$ cat config.mk
export PLATFORM = sky130hd
export DESIGN_NAME = vx_gbar_arbiter_flat
export DESIGN_NICKNAME = d
export VERILOG_FILES = /design/src/rtl/vx_gbar_arbiter_pkg.sv /design/src/rtl/vx_gbar_arbiter_if.sv /design/src/rtl/vx_gbar_arbiter_rr.sv /design/src/rtl/vx_gbar_arbiter.sv /design/src/flat_wrapper.sv
export SDC_FILE = /design/constraint.sdc
export NUM_CORES = 1
export LEC_CHECK = 0
export BUFFER_PORTS_ARGS = -buffer_cell sky130_fd_sc_hd__buf_2
export CAP_MARGIN = 20
export CORE_UTILIZATION = 50
export DETAILED_ROUTE_END_ITERATION = 8
export GPL_TIMING_DRIVEN = 0
export PLACE_DENSITY = 0.81
export SLEW_MARGIN = 0
export SYNTH_ARGS = -nofsm -noshare
export SYNTH_HDL_FRONTEND = slang
export SYNTH_SLANG_ARGS = --single-unit
$ cat constraint.sdc
create_clock -name clk -period 5.1 [get_ports clk]
set_input_delay 0.255 -clock clk [delete_from_list [all_inputs] [get_ports clk]]
set_output_delay 0.255 -clock clk [all_outputs]
set_load 0.1 [all_outputs]
$ cat src/rtl/vx_gbar_arbiter_pkg.sv
// ----------------------------------------------------------------------------
// vx_gbar_arbiter_pkg
// Shared constants and helpers for the cluster-level global barrier block.
//   GBAR_NUM_CORES / GBAR_NUM_BARRIERS : default cluster configuration
//   log2up()                           : width helper, never returns 0
//   gbar_req_t                         : one core's barrier request
//                                        {id, size_m1, core_id} at the
//                                        default widths
// ----------------------------------------------------------------------------
package vx_gbar_arbiter_pkg;

    localparam int GBAR_NUM_CORES    = 4;
    localparam int GBAR_NUM_BARRIERS = 4;

    // A 1-entry field still needs one bit, so clamp at 1.
    function automatic int log2up(input int n);
        return (n > 1) ? $clog2(n) : 1;
    endfunction

    localparam int GBAR_NB_WIDTH = log2up(GBAR_NUM_BARRIERS);
    localparam int GBAR_NC_WIDTH = log2up(GBAR_NUM_CORES);

    typedef struct packed {
        logic [GBAR_NB_WIDTH-1:0] id;
        logic [GBAR_NC_WIDTH-1:0] size_m1;
        logic [GBAR_NC_WIDTH-1:0] core_id;
    } gbar_req_t;

endpackage

$ cat src/rtl/vx_gbar_arbiter_if.sv
// ----------------------------------------------------------------------------
// vx_gbar_arbiter_if
// Global-barrier bus between the per-core warp schedulers (master) and the
// cluster barrier controller (slave).
//   req_valid   [NUM_REQS]           : per-core request valid
//   req_id      [NUM_REQS][NB_WIDTH] : barrier id
//   req_size_m1 [NUM_REQS][NC_WIDTH] : participating cores minus one
//   req_core_id [NUM_REQS][NC_WIDTH] : sender core id (arrival-mask bit)
//   req_ready   [NUM_REQS]           : one-hot grant
//   rsp_valid / rsp_id               : single-cycle release broadcast
// ----------------------------------------------------------------------------
interface vx_gbar_arbiter_if
    import vx_gbar_arbiter_pkg::*;
#(
    parameter int NUM_REQS = GBAR_NUM_CORES,
    parameter int NB_WIDTH = GBAR_NB_WIDTH,
    parameter int NC_WIDTH = log2up(NUM_REQS)
);

    logic [NUM_REQS-1:0]               req_valid;
    logic [NUM_REQS-1:0][NB_WIDTH-1:0] req_id;
    logic [NUM_REQS-1:0][NC_WIDTH-1:0] req_size_m1;
    logic [NUM_REQS-1:0][NC_WIDTH-1:0] req_core_id;
    logic [NUM_REQS-1:0]               req_ready;
    logic                              rsp_valid;
    logic [NB_WIDTH-1:0]               rsp_id;

    modport master (
        output req_valid, req_id, req_size_m1, req_core_id,
        input  req_ready, rsp_valid, rsp_id
    );

    modport slave (
        input  req_valid, req_id, req_size_m1, req_core_id,
        output req_ready, rsp_valid, rsp_id
    );

endinterface

$ cat src/rtl/vx_gbar_arbiter_rr.sv
// ----------------------------------------------------------------------------
// vx_gbar_arbiter_rr
// Round-robin arbiter with a registered priority pointer.
//   clk, reset      : clock, synchronous active-high reset
//   i_requests      : request vector
//   i_unlock        : grant was consumed this cycle; advance the pointer
//   o_grant_onehot  : one-hot grant (all zero during reset)
//   o_grant_idx     : index of the granted requester
//   o_grant_valid   : some requester is granted
// The grant is combinational from i_requests and the pointer; the pointer
// moves to the slot after the winner only when the grant is consumed.
// ----------------------------------------------------------------------------
module vx_gbar_arbiter_rr
    import vx_gbar_arbiter_pkg::*;
#(
    parameter int NUM_REQS  = GBAR_NUM_CORES,
    parameter int IDX_WIDTH = log2up(NUM_REQS)
) (
    input  logic                 clk,
    input  logic                 reset,
    input  logic [NUM_REQS-1:0]  i_requests,
    input  logic                 i_unlock,
    output logic [NUM_REQS-1:0]  o_grant_onehot,
    output logic [IDX_WIDTH-1:0] o_grant_idx,
    output logic                 o_grant_valid
);

    logic [IDX_WIDTH-1:0] r_ptr;
    logic [IDX_WIDTH-1:0] w_idx;
    logic                 w_found;
    int                   w_k;

    // Scan from the pointer, wrapping once; first active request wins.
    always_comb begin
        w_idx   = '0;
        w_found = 1'b0;
        w_k     = 0;
        for (int i = 0; i < NUM_REQS; i++) begin
            w_k = int'(r_ptr) + i;
            if (w_k >= NUM_REQS) begin
                w_k = w_k - NUM_REQS;
            end
            if (!w_found && i_requests[w_k]) begin
                w_found = 1'b1;
                w_idx   = IDX_WIDTH'(w_k);
            end
        end
    end

    assign o_grant_valid  = w_found && !reset;
    assign o_grant_idx    = w_idx;
    assign o_grant_onehot = o_grant_valid ? (NUM_REQS'(1) << w_idx) : '0;

    always_ff @(posedge clk) begin
        if (reset) begin
            r_ptr <= '0;
        end else if (i_unlock && o_grant_valid) begin
            r_ptr <= (int'(w_idx) == NUM_REQS - 1) ? '0 : w_idx + IDX_WIDTH'(1);
        end
    end

endmodule

$ cat src/rtl/vx_gbar_arbiter.sv
// ----------------------------------------------------------------------------
// vx_gbar_arbiter
// Cluster global barrier controller. Accepts at most one core arrival per
// cycle (round-robin), accumulates per-barrier arrival masks and broadcasts
// a one-cycle release when the expected core count is reached.
//   clk, reset : clock, synchronous active-high reset
//   bus        : vx_gbar_arbiter_if.slave (requests in, grant and release out)
// Per barrier: arrival mask, latched size_m1, busy (mask non-zero).
// ----------------------------------------------------------------------------
module vx_gbar_arbiter
    import vx_gbar_arbiter_pkg::*;
#(
    parameter int NUM_REQS     = GBAR_NUM_CORES,
    parameter int NUM_BARRIERS = GBAR_NUM_BARRIERS,
    parameter int NB_WIDTH     = log2up(NUM_BARRIERS),
    parameter int NC_WIDTH     = log2up(NUM_REQS)
) (
    input  logic              clk,
    input  logic              reset,
    vx_gbar_arbiter_if.slave  bus
);

    localparam int CI_WIDTH = log2up(NUM_REQS);
    // One extra bit so a full cluster (size_m1 = NUM_REQS-1) compares cleanly.
    localparam int PC_WIDTH = NC_WIDTH + 1;

    typedef struct packed {
        logic [NB_WIDTH-1:0] id;
        logic [NC_WIDTH-1:0] size_m1;
        logic [NC_WIDTH-1:0] core_id;
    } req_t;

    // Per-barrier state.
    logic [NUM_REQS-1:0] r_arr_mask [NUM_BARRIERS];
    logic [NC_WIDTH-1:0] r_size_m1  [NUM_BARRIERS];
    logic                r_busy     [NUM_BARRIERS];

    logic                r_rsp_valid;
    logic [NB_WIDTH-1:0] r_rsp_id;

    req_t                w_reqs [NUM_REQS];
    req_t                w_sel;
    logic [NUM_REQS-1:0] w_grant_onehot;
    logic [CI_WIDTH-1:0] w_grant_idx;
    logic                w_grant_valid;
    logic                w_fire;
    logic                w_first;
    logic [NC_WIDTH-1:0] w_sz_eff;
    logic [NUM_REQS-1:0] w_mask_cur;
    logic [NUM_REQS-1:0] w_core_bit;
    logic [NUM_REQS-1:0] w_mask_n;
    logic                w_dup;
    logic [PC_WIDTH-1:0] w_pop;
    logic [PC_WIDTH-1:0] w_target;
    logic                w_done;

    generate
        for (genvar gi = 0; gi < NUM_REQS; gi++) begin : g_unpack
            assign w_reqs[gi] = '{id:      bus.req_id[gi],
                                  size_m1: bus.req_size_m1[gi],
                                  core_id: bus.req_core_id[gi]};
        end
    endgenerate

    vx_gbar_arbiter_rr #(
        .NUM_REQS  (NUM_REQS),
        .IDX_WIDTH (CI_WIDTH)
    ) u_rr (
        .clk            (clk),
        .reset          (reset),
        .i_requests     (bus.req_valid),
        .i_unlock       (w_fire),
        .o_grant_onehot (w_grant_onehot),
        .o_grant_idx    (w_grant_idx),
        .o_grant_valid  (w_grant_valid)
    );

    // A grant is only ever given to a valid requester, so grant == handshake.
    assign bus.req_ready = w_grant_onehot;
    assign w_fire        = w_grant_valid;
    assign w_sel         = w_reqs[w_grant_idx];

    assign w_first    = !r_busy[w_sel.id];
    assign w_sz_eff   = w_first ? w_sel.size_m1 : r_size_m1[w_sel.id];
    assign w_mask_cur = r_arr_mask[w_sel.id];
    assign w_core_bit = NUM_REQS'(1) << w_sel.core_id;
    assign w_mask_n   = w_mask_cur | w_core_bit;
    assign w_dup      = |(w_mask_cur & w_core_bit);

    always_comb begin
        w_pop = '0;
        for (int i = 0; i < NUM_REQS; i++) begin
            w_pop = w_pop + PC_WIDTH'(w_mask_n[i]);
        end
    end

    assign w_target = {1'b0, w_sz_eff} + PC_WIDTH'(1);
    assign w_done   = w_fire && !w_dup && (w_pop == w_target);

    always_ff @(posedge clk) begin
        if (reset) begin
            for (int b = 0; b < NUM_BARRIERS; b++) begin
                r_arr_mask[b] <= '0;
                r_size_m1[b]  <= '0;
                r_busy[b]     <= 1'b0;
            end
            r_rsp_valid <= 1'b0;
            r_rsp_id    <= '0;
        end else begin
            r_rsp_valid <= w_done;
            if (w_done) begin
                r_rsp_id <= w_sel.id;
            end
            if (w_fire) begin
                // First arrival of an epoch latches the expected size.
                if (w_first) begin
                    r_size_m1[w_sel.id] <= w_sel.size_m1;
                end
                if (w_done) begin
                    r_arr_mask[w_sel.id] <= '0;
                    r_busy[w_sel.id]     <= 1'b0;
                end else begin
                    r_arr_mask[w_sel.id] <= w_mask_n;
                    r_busy[w_sel.id]     <= 1'b1;
                end
            end
        end
    end

    assign bus.rsp_valid = r_rsp_valid;
    assign bus.rsp_id    = r_rsp_id;

`ifndef NDEBUG
    // Protocol checks on the requesters; the hardware tolerates both cases
    // (duplicate is ignored, latched size wins), so they only warn.
    always_ff @(posedge clk) begin
        if (!reset && w_fire) begin
            assert (!w_dup)
                else $warning("gbar: duplicate arrival id=%0d core=%0d", w_sel.id, w_sel.core_id);
            assert (w_first || (w_sel.size_m1 == r_size_m1[w_sel.id]))
                else $warning("gbar: size_m1 differs from latched value id=%0d", w_sel.id);
        end
    end
`endif

endmodule

$ cat src/flat_wrapper.sv
// flat-port wrapper written by rule: the top's interface ports become plain ports
module vx_gbar_arbiter_flat import vx_gbar_arbiter_pkg::*;
#(
    parameter int NUM_REQS     = GBAR_NUM_CORES,
    parameter int NUM_BARRIERS = GBAR_NUM_BARRIERS,
    parameter int NB_WIDTH     = log2up(NUM_BARRIERS),
    parameter int NC_WIDTH     = log2up(NUM_REQS)
)
  (clk, reset, bus_req_valid, bus_req_id, bus_req_size_m1, bus_req_core_id, bus_req_ready, bus_rsp_valid, bus_rsp_id);
  vx_gbar_arbiter_if #(.NUM_REQS(NUM_REQS), .NB_WIDTH(NB_WIDTH), .NC_WIDTH(NC_WIDTH)) bus_i ();
  input  logic clk;
  input  logic reset;
  input wire logic [$bits(bus_i.req_valid)-1:0] bus_req_valid;
  input wire logic [$bits(bus_i.req_id)-1:0] bus_req_id;
  input wire logic [$bits(bus_i.req_size_m1)-1:0] bus_req_size_m1;
  input wire logic [$bits(bus_i.req_core_id)-1:0] bus_req_core_id;
  output wire logic [$bits(bus_i.req_ready)-1:0] bus_req_ready;
  output wire logic [$bits(bus_i.rsp_valid)-1:0] bus_rsp_valid;
  output wire logic [$bits(bus_i.rsp_id)-1:0] bus_rsp_id;
  assign bus_i.req_valid = bus_req_valid;
  assign bus_i.req_id = bus_req_id;
  assign bus_i.req_size_m1 = bus_req_size_m1;
  assign bus_i.req_core_id = bus_req_core_id;
  assign bus_req_ready = bus_i.req_ready;
  assign bus_rsp_valid = bus_i.rsp_valid;
  assign bus_rsp_id = bus_i.rsp_id;
  vx_gbar_arbiter #(.NUM_REQS(NUM_REQS), .NUM_BARRIERS(NUM_BARRIERS), .NB_WIDTH(NB_WIDTH), .NC_WIDTH(NC_WIDTH)) u_core (.clk(clk), .reset(reset), .bus(bus_i));
endmodule
# [Word-level counts from Yosys, hierarchy flattened]
# Memories as Yosys holds them, arrays and structs flattened.
# Cells that the tools add are included.
[totals] reg_bits=5 ramBits=28 in_bits=30 out_inout_bits=7 wordCells=106 n_memories=3
[mem_list] memory="u_core.r_arr_mask" words=4 width=4 read_ports=1 rd_clocked_by_memory_dff=0 write_ports=4 line="vx_gbar_arbiter.sv:34" rtl="logic [NUM_REQS-1:0] r_arr_mask [NUM_BARRIERS];"
[mem_list] memory="u_core.r_size_m1" words=4 width=2 read_ports=1 rd_clocked_by_memory_dff=0 write_ports=4 line="vx_gbar_arbiter.sv:35" rtl="logic [NC_WIDTH-1:0] r_size_m1 [NUM_BARRIERS];"
[mem_list] memory="u_core.r_busy" words=4 width=1 read_ports=1 rd_clocked_by_memory_dff=0 write_ports=4 line="vx_gbar_arbiter.sv:36" rtl="logic r_busy [NUM_BARRIERS];"
[op_classes] addsub=12 order_cmp=9 n_eq_ne=2 shift=2 muxes=55 bitwise_logic=5 reduce_logical=15
[op_table] cell="< comparator 32 x 4 -> 1 bit, second input constant" count=4
[op_table] cell="two-way mux 32 bit" count=4
[op_table] cell="two-way mux 1 bit" count=31
[op_table] cell="two-way mux 2 bit" count=10
[op_table] cell="binary-select mux 6 bit (select 2 bit)" count=1
[op_table] cell="greater-or-equal comparator 3 bit, second input constant" count=4
[op_table] cell="two-way mux 4 bit" count=3
[op_table] cell="two-way mux 6 bit" count=2
[op_table] cell="subtractor 3 x 3 -> 4 bit, second input constant" count=3
[op_table] cell="binary-select mux 1 bit (select 2 bit)" count=4
[op_table] cell="OR reduction 4 bit" count=2
[op_table] cell="left shift 1 x 2 -> 4 bit, first input constant" count=2
[op_table] cell="adder 2 x 1 -> 3 bit, second input constant" count=2
[op_table] cell="adder 2 x 2 -> 3 bit, second input constant" count=2
[op_table] cell="adder 3 x 1 -> 3 bit" count=2
[op_table] cell="logical AND 1 bit" count=6
[op_table] cell="logical NOT 1 bit" count=5
[op_table] cell="AND 4 bit" count=1
[op_table] cell="OR 4 bit" count=1
[op_table] cell="subtractor 2 x 3 -> 4 bit, second input constant" count=1
[op_table] cell="equality test 3 bit" count=1
[op_table] cell="greater-or-equal comparator 2 x 3 -> 1 bit, second input constant" count=1
[op_table] cell="inverter 2 -> 3 bit" count=1
[op_table] cell="adder 1 x 1 -> 2 bit" count=1
[op_table] cell="5 further kinds" count=6

# [Longest topological paths before layout]
# Gate-level depths: netlist of the first run.
[depth] ltp_word=33 ltp_mapped=23 ltp_nobuf=22

# [Hierarchy]
# Synthesis of the first run repeated with hierarchy kept, for this count alone.
[unflattened] hier_cells=178 hier_area_um2=2054.5
[modules_own_cells] mod="vx_gbar_arbiter" instances=1 cells_per_inst=144 area_per_inst_um2=1799.2 seq_area_each_um2=900.9
[modules_own_cells] mod="vx_gbar_arbiter_rr" instances=1 cells_per_inst=34 area_per_inst_um2=255.2 seq_area_each_um2=40.0

# [Least setup slack after synthesis of the first run]
# Ideal clock, no wire load.
[synth_timing] kind="flip-flop to flip-flop" startpoint="reg u_core.u_rr.r_ptr[1]" endpoint="mem u_core.r_arr_mask[0][2] in the netlist's numbering (data pin)" arrival_time_ps=3987 path_slack_ps=844 stages_incl_launch_ff=21 n_path_buf=1 path_cell_list="dfxtp_1 -> mux2i_1 -> nor2_1 -> nor3_4 -> mux2_2 -> mux4_2 -> nor2_1 -> inv_1 -> ha_1 -> inv_1 -> fa_1 -> inv_1 -> ha_1 -> xnor2_1 -> nand3_1 -> a221oi_2 -> o211a_1 -> o21ai_2 -> inv_2 -> buf_6 -> nor3_1"
[synth_lines] element="start: declaration" line="vx_gbar_arbiter_rr.sv:28" rtl="logic [IDX_WIDTH-1:0] r_ptr;"
[synth_lines] element="start signal: assignment" line="vx_gbar_arbiter_rr.sv:58" rtl="r_ptr <= (int'(w_idx) == NUM_REQS - 1) ? '0 : w_idx + IDX_WIDTH'(1);"
[synth_lines] element="end: declaration" line="vx_gbar_arbiter.sv:34"

==> flow_metrics.env, run 1 <==
export IMPL_syn_inst=202
export IMPL_critPathSlowestCell="mux4_2"
export IMPL_r2r_slack_ns=0.37
export IMPL_cts_setup_buffers=0
export IMPL_worstPathRequired_ns=5.12
export IMPL_wl_per_cell_um=14.98
export IMPL_syn_num_nets=240
export IMPL_ios=37
export IMPL_worst_pin_slew_ns=0.6512
export IMPL_cts_resized=0
export IMPL_root_buffer="clkbuf_8"
export IMPL_drt_initial_drc_count=95
export IMPL_wl_um=4525
export IMPL_clock_sinks=33
export IMPL_die_area_sq_mm=0.004535
export IMPL_track_usage_pct=21.57
export IMPL_port_buffers=36
export IMPL_grt_pass1_wl_um=7065
export IMPL_final_core_util_pct=62.13
export IMPL_grt_max_degree=12
export IMPL_ctsHoldBuffers=0
export IMPL_start_util_pct=52.61
export IMPL_cts_tree="yes"
export IMPL_ys_seq_area_share_pct=44.08
export IMPL_cp_max_fo=10
export IMPL_drv_slew=0
export IMPL_hold_depth=2
export IMPL_yosysTopAreaCell="edfxtp_1"
export IMPL_critPathBufInv=6
export IMPL_worstPathArrival_ns=4.75
export IMPL_fillCellCount=325
export IMPL_die_height_um=67.34
export IMPL_route_detailed_drc=0
export IMPL_setup_tns_final_ns=0
export IMPL_first_global_vias=1581
export IMPL_clkTransAtPathRegs_ns=0.07
export IMPL_end_kind="flop"
export IMPL_critical_path_most_common_cell="inv_1"
export IMPL_status="finished, final reports clean"
export IMPL_avgSynthCellArea_sq_um=10.57
export IMPL_fmax_mhz=211.3
export IMPL_drv_cap=0
export IMPL_drive_gt1_share_pct=30.16
export IMPL_setup_slack_ns=0.3673
export IMPL_vias=1740
export IMPL_leakage_nw=1.106
export IMPL_design_area_sq_mm=0.002521
export IMPL_rsz0062_at_grt="no"
export IMPL_placed_area_sq_mm=0.002377
export IMPL_relSlewSlack_pct=55.34
export IMPL_synth_yosys_warnings=0
export IMPL_pre_cts_slack_ns=0.3337
export IMPL_die_w_um=67.34
export IMPL_overflow=0
export IMPL_netlist_area_sq_mm=0.002135
export IMPL_h_tree_depth=2
export IMPL_fin_crit_ns=4.733
export IMPL_crit_family="simple AND/OR/NAND/NOR gates"
export IMPL_reg2reg_to="u_core.r_arr_mask[0][1]"
export IMPL_finalHoldViolCount=0
export IMPL_worst_clock_skew_ns=0.004773
export IMPL_ir_drop_uv=193.9
export IMPL_hold_path_end="u_core.u_rr.r_ptr[1]"
export IMPL_ys_seq_elements=33
export IMPL_synth_edf_count=28
export IMPL_async_flop_share_pct=0
export IMPL_fin_crit_sh_pct=92.80
export IMPL_hp_class="in2reg"
export IMPL_nets=289
export IMPL_rows=23
export IMPL_hp_start="reset"
export IMPL_vias_per_cell=5.762
export IMPL_path_cells="and2_4 -> and2_1 -> nor3_4 -> buf_4 -> mux2_2 -> mux4_2 -> nor2_1 -> inv_1 -> ha_1 -> inv_1 -> fa_1 -> inv_1 -> ha_1 -> xnor2_1 -> nand3_1 -> a221oi_2 -> o211a_1 -> o21ai_2 -> inv_2 -> buf_6 -> nor3_1"
export IMPL_regToRegStartpoint="u_core.u_rr.r_ptr[1]"
export IMPL_syn2layout_area_growth_pct=18.11
export IMPL_setup_viol=0
export IMPL_ys_types=45
export IMPL_startpoint_type="flop"
export IMPL_gp_congestion=0.8864
export IMPL_synthTopCellsByArea="edfxtp_1 39%, mux2i_1 7.0%, nor3_1 4.9%"
export IMPL_cts_inserted_buffers=5
export IMPL_synth_top_cell_area_share_pct=39.39
export IMPL_clk_latency_ns=0.28
export IMPL_power_density_mw_per_mm2=469.7
export IMPL_slowest_delay_ns=0.46
export IMPL_coreArea_sq_mm=0.004058
export IMPL_drtPass1Iterations=4
export IMPL_diodes=0
export IMPL_cts_path_max_buffers=2
export IMPL_path_class="reg2reg"
export IMPL_hold_ws_ns=0.1495
export IMPL_ys_flop_type="edfxtp_1"
export IMPL_antenna_found_initial=0
export IMPL_hpwl_um=3313
export IMPL_r2r_cells=21
export IMPL_antenna_left=0
-- final cells by class --
| class | instances | area, sq um | share of cell area [%] |
|---|---|---|---|
| multi-input combinational | 153 | 1110 | 44.02 |
| sequential | 33 | 940.9 | 37.32 |
| timing repair buffer | 42 | 222.7 | 8.834 |
| clock buffer | 7 | 96.34 | 3.821 |
| tap | 50 | 62.56 | 2.481 |
| buffer | 7 | 50.05 | 1.985 |
| inverter | 9 | 33.78 | 1.340 |
| clock inverter | 1 | 5.005 | 0.1985 |
-- worst reg2reg max path, delay by kind of cell (launching register included) --
family | cells | cell delay [ns]
compound gates | 3 | 0.49
fa+ha+maj | 3 | 0.91
buf+inv | 6 | 0.64
mux | 2 | 0.83
simple gates | 6 | 1.12
flops | 1 | 0.36
xor+xnor | 1 | 0.14
-- cells in the final DEF, fill, tap and decap left out, types with 5 or more instances in the layout --
| cell type | instances |
|---|---|
| clkbuf_8 | 7 |
| ha_1 | 7 |
| edfxtp_1 | 28 |
| o21ai_0 | 12 |
| mux2i_1 | 15 |
| nand3_1 | 16 |
| mux2_2 | 6 |
| dfxtp_1 | 5 |
| buf_4 | 5 |
| inv_1 | 7 |
| nor2_1 | 14 |
| and3_1 | 6 |
| buf_2 | 38 |
| nor3_1 | 21 |
| nand2_1 | 13 |
-- registers in the layout (all words and copies together) (netlist names) --
| signal | count |
|---|---|
| u_core.r_arr_mask | 16 |
| u_core.r_size_m1 | 8 |
| u_core.r_busy | 4 |
| u_core.bus.rsp_id | 2 |
| u_core.u_rr.r_ptr | 2 |
| u_core.bus.rsp_valid | 1 |
-- metal layers --
metal / vias up / wire [um] / track usage [%]
li1: 858 / - / -
met1: 809 / 1977 / 26.41
met2: 64 / 2170 / 37.50
met3: 9 / 299 / 4.392
met4: 0 / 77 / 7.447
met5: - / 0 / 0
-- Yosys cell counts (2+ instances only) --
master,instances
mux4_2,3
mux2i_1,15
nor2b_1,3
and2_1,3
buf_6,3
edfxtp_1,28
nor4_1,3
dfxtp_1,5
nand3_1,16
a21oi_1,4
nor3_1,21
ha_1,7
inv_1,7
mux2_2,6
clkbuf_1,3
inv_2,2
xnor2_1,2
o21ai_0,12
nor2_1,14
nand2_1,13
and3_1,6
nand2b_1,3
-- power breakdown --
group          switching [mW]  total (mW)  leakage (nW)  internal, mW
Sequential             0.0162       0.378         0.334         0.361
Combinational           0.353       0.594         0.717         0.241
Clock                  0.0903       0.212        0.0542         0.122
Total                   0.460        1.18          1.11         0.724
-- metrics by stage --
stage	instances	power, mW
global route	302	1.253
global placement	288	0.9426
detailed placement	288	0.9573
floorplan	202	0.8429
CTS	296	1.174
finish	302	1.184
-- worst max-delay path by stage --
stage	startpoint	end	slack, ns	cells after the start
after floorplan	u_core.u_rr.r_ptr[1]	u_core.r_arr_mask[0][2]	0.84	20
after global placement	bus_req_valid[0]	u_core.r_arr_mask[1][2]	0.41	23
after detailed placement	bus_req_valid[0]	u_core.r_arr_mask[0][1]	0.33	23
after CTS	u_core.u_rr.r_ptr[1]	u_core.r_arr_mask[0][1]	0.28	22
after global routing	u_core.u_rr.r_ptr[1]	u_core.r_arr_mask[0][1]	0.18	21
final	u_core.u_rr.r_ptr[1]	u_core.r_arr_mask[0][1]	0.37	21
-- logic make-up (layout without fill, tap and decap cells) --
kind of cell / Yosys count / after routing / share of synthesized area [%]
and+or+nand+nor: 90 / 90 / 22.92
AOI/OAI and AO/OA: 29 / 29 / 9.848
muxes: 24 / 24 / 13.36
adders and majority gates: 8 / 8 / 5.041
buffers and inverters: 16 / 66 / 3.927
DFF: 33 / 33 / 44.08
xor gates and xnor gates: 2 / 2 / 0.8208
No activity file was read; power rests on OpenSTA's default activity.
==> run 2, diff against run 1 <==
--- a/config.mk
+++ b/config.mk
@@ -7,10 +7,10 @@
 export LEC_CHECK = 0
 export BUFFER_PORTS_ARGS = -buffer_cell sky130_fd_sc_hd__buf_2
 export CAP_MARGIN = 20
-export CORE_UTILIZATION = 50
+export CORE_UTILIZATION = 56
 export DETAILED_ROUTE_END_ITERATION = 8
 export GPL_TIMING_DRIVEN = 0
-export PLACE_DENSITY = 0.81
+export PLACE_DENSITY = 0.89
 export SLEW_MARGIN = 0
 export SYNTH_ARGS = -nofsm -noshare
 export SYNTH_HDL_FRONTEND = slang
==> constraint.sdc (replaced) <==
create_clock -name clk -period 5.1 [get_ports clk]
set_input_delay 1.53 -clock clk [delete_from_list [all_inputs] [get_ports clk]]
set_output_delay 1.53 -clock clk [all_outputs]
set_load 0.1 [all_outputs]
==> run 2 against run 1 <==
The flow now finishes with violations (DRC, setup timing). Largest cell class unchanged. Non-clock buffer count up 12. Sequential power up 1%. Critical path type is now in2reg. Clock skew up 0.0014 ns.
==> flow_metrics.env, run 2 (synthesis results as in run 1) <==
export IMPL_status="finished with violations"
export IMPL_failed_checks="DRC, setup timing"
export IMPL_leakage_nw=1.195
export IMPL_startpoint_type="input port"
export IMPL_drv_cap=0
export IMPL_cts_inserted_buffers=5
export IMPL_pre_cts_slack_ns=-0.8254
export IMPL_critPathSlowestCell="and3_2"
export IMPL_diodes=0
export IMPL_placed_area_sq_mm=0.002401
export IMPL_wl_um=5560
export IMPL_fin_crit_sh_pct=107.6
export IMPL_wl_per_cell_um=17.82
export IMPL_mostFrequentLayoutCell="buf_2"
export IMPL_worst_clock_skew_ns=0.006160
export IMPL_largest_reg_flops=16
export IMPL_hp_start="u_core.bus.rsp_id[0]"
export IMPL_route_detailed_drc=2
export IMPL_instances_no_fill=312
export IMPL_final_cell_mix="35 x buf_2, 28 x edfxtp_1, 15 x nand3_1, 14 x nor3_1, 14 x buf_4"
export IMPL_clk_latency_ns=0.29
export IMPL_overflow=0
export IMPL_setup_tns_final_ns=-8.074
export IMPL_power_density_mw_per_mm2=521.0
export IMPL_worstPathRequired_ns=5.13
export IMPL_die_height_um=63.74
export IMPL_relSlewSlack_pct=59.39
export IMPL_vias=1900
export IMPL_rsz0062_at_grt="yes"
export IMPL_hpwl_um=3405
export IMPL_ios=37
export IMPL_critPathLaunch="bus_req_valid[0]"
export IMPL_grt_pass1_wl_um=8625
export IMPL_coreArea_sq_mm=0.003661
export IMPL_reg2reg_to="u_core.r_arr_mask[2][1]"
export IMPL_nets=301
export IMPL_top_regs="u_core.r_arr_mask x16, u_core.r_size_m1 x8, u_core.r_busy x4"
export IMPL_path_cells="buf_8 -> and2_4 -> o211a_4 -> o21ai_0 -> and3_2 -> nor2_8 -> mux2i_1 -> mux2_2 -> and2_4 -> inv_1 -> ha_4 -> inv_2 -> fa_2 -> inv_2 -> ha_4 -> xnor2_2 -> nand3_2 -> a221oi_2 -> o211a_1 -> o21ai_4 -> inv_4 -> buf_6 -> nor3_1"
export IMPL_die_area_sq_mm=0.004063
export IMPL_fin_crit_ns=5.487
export IMPL_regToRegStartpoint="u_core.u_rr.r_ptr[1]"
export IMPL_regMostFlops="u_core.r_arr_mask"
export IMPL_root_buffer="clkbuf_8"
export IMPL_track_usage_pct=28.73
export IMPL_antenna_found_initial=0
export IMPL_design_area_sq_mm=0.002774
export IMPL_critPathBufInv=6
export IMPL_die_w_um=63.74
export IMPL_setup_viol=23
export IMPL_hold_ws_ns=0.4707
export IMPL_r2r_slack_ns=0.54
export IMPL_hold_depth=2
export IMPL_cts_path_max_buffers=2
export IMPL_path_class="in2reg"
export IMPL_clock_sinks=33
export IMPL_port_buffers=36
export IMPL_dp_cells=286
export IMPL_fmax_mhz=182.2
export IMPL_gp_congestion=0.8499
export IMPL_drt_initial_drc_count=124
export IMPL_cp_max_fo=7
export IMPL_setup_slack_ns=-0.3874
export IMPL_finalHoldViolCount=0
export IMPL_drive_gt1_share_pct=42.42
export IMPL_grt_max_degree=12
export IMPL_ir_drop_uv=244.4
export IMPL_fillCellCount=222
export IMPL_p_total_mw=1.445
export IMPL_worstPathArrival_ns=5.51
export IMPL_drtPass1Iterations=6
export IMPL_h_tree_depth=2
export IMPL_end_kind="flop"
export IMPL_start_util_pct=58.30
export IMPL_vias_per_cell=6.090
export IMPL_antenna_left=0
export IMPL_clkTransAtPathRegs_ns=0.07
export IMPL_cts_tree="yes"
export IMPL_final_core_util_pct=75.77
export IMPL_slowest_delay_ns=0.34
export IMPL_crit_family="compound AO/OA/AOI/OAI gates"
export IMPL_r2r_cells=22
export IMPL_rows=22
export IMPL_first_global_vias=1804
export IMPL_drv_slew=0
export IMPL_worst_pin_slew_ns=0.6036
export IMPL_syn2layout_area_growth_pct=29.95
export IMPL_hp_class="reg2reg"
export IMPL_ctsHoldBuffers=0
export IMPL_hold_path_end="u_core.bus.rsp_id[0]"
[run 2: worst max-delay path by stage]
stage / to / depth (start not counted)
after floorplan: u_core.r_arr_mask[0][2] / 20
after global placement: u_core.r_arr_mask[1][2] / 24
after detailed placement: u_core.r_arr_mask[2][2] / 24
after CTS: u_core.r_arr_mask[3][0] / 22
after global routing: u_core.r_arr_mask[1][1] / 23
final: u_core.r_arr_mask[2][1] / 23
[run 2: routing by layer]
metal / global-route usage, % / vias to the layer above / part of all wire (%)
met2: 48.80 / 80 / 51
met5: 0 / - / 0
met4: 12.50 / 0 / 1.8
li1: - / 882 / -
met1: 36.13 / 925 / 41
met3: 4.464 / 13 / 6.5
[run 2: report_power, final]
| group | internal, mW | leakage, nW | switching, mW |
|---|---|---|---|
| Clock | 0.144 | 0.0528 | 0.0941 |
| Combinational | 0.358 | 0.808 | 0.466 |
| Sequential | 0.362 | 0.334 | 0.0206 |
| Total | 0.864 | 1.20 | 0.581 |
[run 2: cell type report]
type / instances / area, sq um / share of cell area (%)
clock buffers: 6 / 72.57 / 2.616
plain buffers: 7 / 50.05 / 1.804
multi-input cells: 153 / 1236 / 44.56
well taps: 48 / 60.06 / 2.165
clock inverters: 2 / 33.78 / 1.218
inverters: 9 / 36.28 / 1.308
flip-flops and latches: 33 / 940.9 / 33.92
repair buffers: 54 / 344.1 / 12.40
[run 2: what timing repair did]
item,in CTS,in global routing
setup buffers,13,2
pin swaps,7,7
setup endpoints to repair,23,23
gates cloned,2,0
gates resized for setup,22,13
[run 2: tightest hold or removal path, cell delays in order (launching register included)]
cell	delay, ns
dfxtp_1	0.31
nand2_1	0.06
mux2i_1	0.06
==> run 3, diff against run 2 <==
==> constraint.sdc (replaced) <==
create_clock -name clk -period 5.1 [get_ports clk]
set_input_delay 0.51 -clock clk [delete_from_list [all_inputs] [get_ports clk]]
set_output_delay 0.51 -clock clk [all_outputs]
set_load 0.1 [all_outputs]
==> run 3 against run 2 <==
The flow now finishes without violations. Via count is 7.3% lower. Wire length fell by 12%. Count of clock-buffer cells in the layout is 1 lower. Final cell count decreased by 4.8%. Critical endpoint is now u_core.r_arr_mask[1][1].
==> flow_metrics.env, run 3 (synthesis results as in run 1) <==
export IMPL_die_area_sq_mm=0.004063
export IMPL_antenna_found_initial=0
export IMPL_hold_path_end="u_core.u_rr.r_ptr[1]"
export IMPL_worstPathArrival_ns=4.73
export IMPL_worst_clock_skew_ns=0.003690
export IMPL_fillCellCount=282
export IMPL_grt_busiest_layer="met2"
export IMPL_wl_um=4908
export IMPL_mostFrequentLayoutCell="buf_2"
export IMPL_drive_gt1_share_pct=29.32
export IMPL_ir_drop_uv=207.5
export IMPL_die_height_um=63.74
export IMPL_coreArea_sq_mm=0.003661
export IMPL_end_kind="flop"
export IMPL_critical_path_most_common_cell="inv_1"
export IMPL_clock_sinks=33
export IMPL_grt_pass1_wl_um=8238
export IMPL_diodes=0
export IMPL_hold_depth=2
export IMPL_r2r_cells=21
export IMPL_hp_start="reset"
export IMPL_rsz0062_at_grt="no"
export IMPL_relSlewSlack_pct=54.72
export IMPL_hp_class="in2reg"
export IMPL_root_buffer="clkbuf_8"
export IMPL_vias=1762
export IMPL_critPathBufInv=5
export IMPL_overflow=0
export IMPL_startpoint_type="flop"
export IMPL_fmax_mhz=213.0
export IMPL_route_detailed_drc=0
export IMPL_regToRegStartpoint="u_core.u_rr.r_ptr[1]"
export IMPL_nets=286
export IMPL_path_class="reg2reg"
export IMPL_setup_tns_final_ns=0
export IMPL_grt_max_degree=12
export IMPL_cp_max_fo=10
export IMPL_drt_initial_drc_count=107
export IMPL_clk_latency_ns=0.30
export IMPL_rows=22
export IMPL_setup_viol=0
export IMPL_status="finished, final reports clean"
export IMPL_hpwl_um=3587
export IMPL_clkTransAtPathRegs_ns=0.07
export IMPL_slowest_delay_ns=0.52
export IMPL_cts_tree="yes"
export IMPL_cts_path_max_buffers=2
export IMPL_worst_pin_slew_ns=0.6603
export IMPL_use_met3_pct=9.821
export IMPL_multiInputGateArea_sq_mm=0.001110
export IMPL_syn2layout_area_growth_pct=16.24
export IMPL_top_regs="u_core.r_arr_mask x16, u_core.r_size_m1 x8, u_core.r_busy x4"
export IMPL_drv_cap=0
export IMPL_fin_crit_sh_pct=92.03
export IMPL_drv_slew=0
export IMPL_largest_reg_flops=16
export IMPL_die_w_um=63.74
export IMPL_worstPathRequired_ns=5.13
export IMPL_r2r_slack_ns=0.41
export IMPL_crit_family="multiplexers"
export IMPL_final_cell_mix="38 x buf_2, 28 x edfxtp_1, 21 x nor3_1, 16 x nand3_1, 15 x mux2i_1"
export IMPL_fin_crit_ns=4.694
export IMPL_critPathSlowestCell="mux4_2"
export IMPL_ctsHoldBuffers=0
export IMPL_path_cells="and2_4 -> o211a_4 -> nor2_4 -> mux2i_1 -> mux2_2 -> mux4_2 -> nor2_1 -> inv_1 -> ha_1 -> inv_1 -> fa_1 -> inv_1 -> ha_1 -> xnor2_1 -> nand3_1 -> a221oi_2 -> o211a_1 -> o21ai_2 -> inv_2 -> buf_6 -> nor3_1"
export IMPL_cts_inserted_buffers=5
export IMPL_grt_use_met1_pct=30.12
export IMPL_regMostFlops="u_core.r_arr_mask"
export IMPL_dp_cells=286
export IMPL_gp_congestion=0.9198
export IMPL_drtPass1Iterations=4
export IMPL_reg2reg_to="u_core.r_arr_mask[1][1]"
export IMPL_track_usage_pct=27.22
export IMPL_p_total_mw=1.178
export IMPL_seq_area_sq_um=940.9
export IMPL_grt_use_met2_pct=46.81
export IMPL_ios=37
export IMPL_power_density_mw_per_mm2=474.7
export IMPL_port_buffers=36
export IMPL_instances_no_fill=297
export IMPL_leakage_nw=1.080
export IMPL_final_core_util_pct=67.77
export IMPL_vias_per_cell=5.933
export IMPL_h_tree_depth=2
export IMPL_finalHoldViolCount=0
export IMPL_antenna_left=0
export IMPL_wl_per_cell_um=16.53
export IMPL_first_global_vias=1781
export IMPL_start_util_pct=58.30
-- run 3: final cells by class --
type / instances / area share (%)
multi-input cells: 153 / 44.73
flip-flops and latches: 33 / 37.92
repair buffers: 39 / 8.069
clock buffers: 5 / 2.774
well taps: 48 / 2.421
plain buffers: 7 / 2.017
inverters: 9 / 1.362
clock inverters: 3 / 0.7060
-- run 3: routing by layer --
| metal | up-vias | part of all wire [%] | wire length [um] |
|---|---|---|---|
| li1 | 851 | - | - |
| met1 | 837 | 40 | 1984 |
| met2 | 64 | 51 | 2494 |
| met3 | 10 | 6.9 | 339 |
| met4 | 0 | 1.8 | 89 |
| met5 | - | 0 | 0 |
-- run 3: what timing repair did --
action	4_1_cts	5_1_grt
setup buffers	0	2
setup endpoints to repair	0	19
gates resized for setup	0	0
-- run 3: where the power goes --
| part | internal, mW | switching, mW | leakage, nW |
|---|---|---|---|
| Sequential | 0.362 | 0.0190 | 0.334 |
| Clock | 0.0941 | 0.103 | 0.0439 |
| Combinational | 0.237 | 0.364 | 0.703 |
-- run 3: how the worst max path moves through the flow --
stage	startpoint	endpoint	cells past startpoint
after floorplan	bus_req_valid[0]	u_core.r_arr_mask[0][2]	20
after global placement	bus_req_valid[0]	u_core.r_arr_mask[2][3]	21
after detailed placement	bus_req_valid[0]	u_core.r_arr_mask[1][1]	21
after CTS	u_core.u_rr.r_ptr[1]	u_core.r_arr_mask[1][1]	22
after global routing	u_core.u_rr.r_ptr[1]	u_core.r_arr_mask[3][2]	21
final	u_core.u_rr.r_ptr[1]	u_core.r_arr_mask[1][1]	21
-- run 3: through the flow --
step	cell area (sq um)	setup slack (ns)	hold slack, ns
CTS	2461	0.3412	0.4022
global placement	2375	0.1987	0.4459
floorplan	2135	0.6623	0.4756
detailed placement	2375	0.1432	0.4530
global route	2481	0.1383	0.4155
finish	2481	0.4062	0.4032
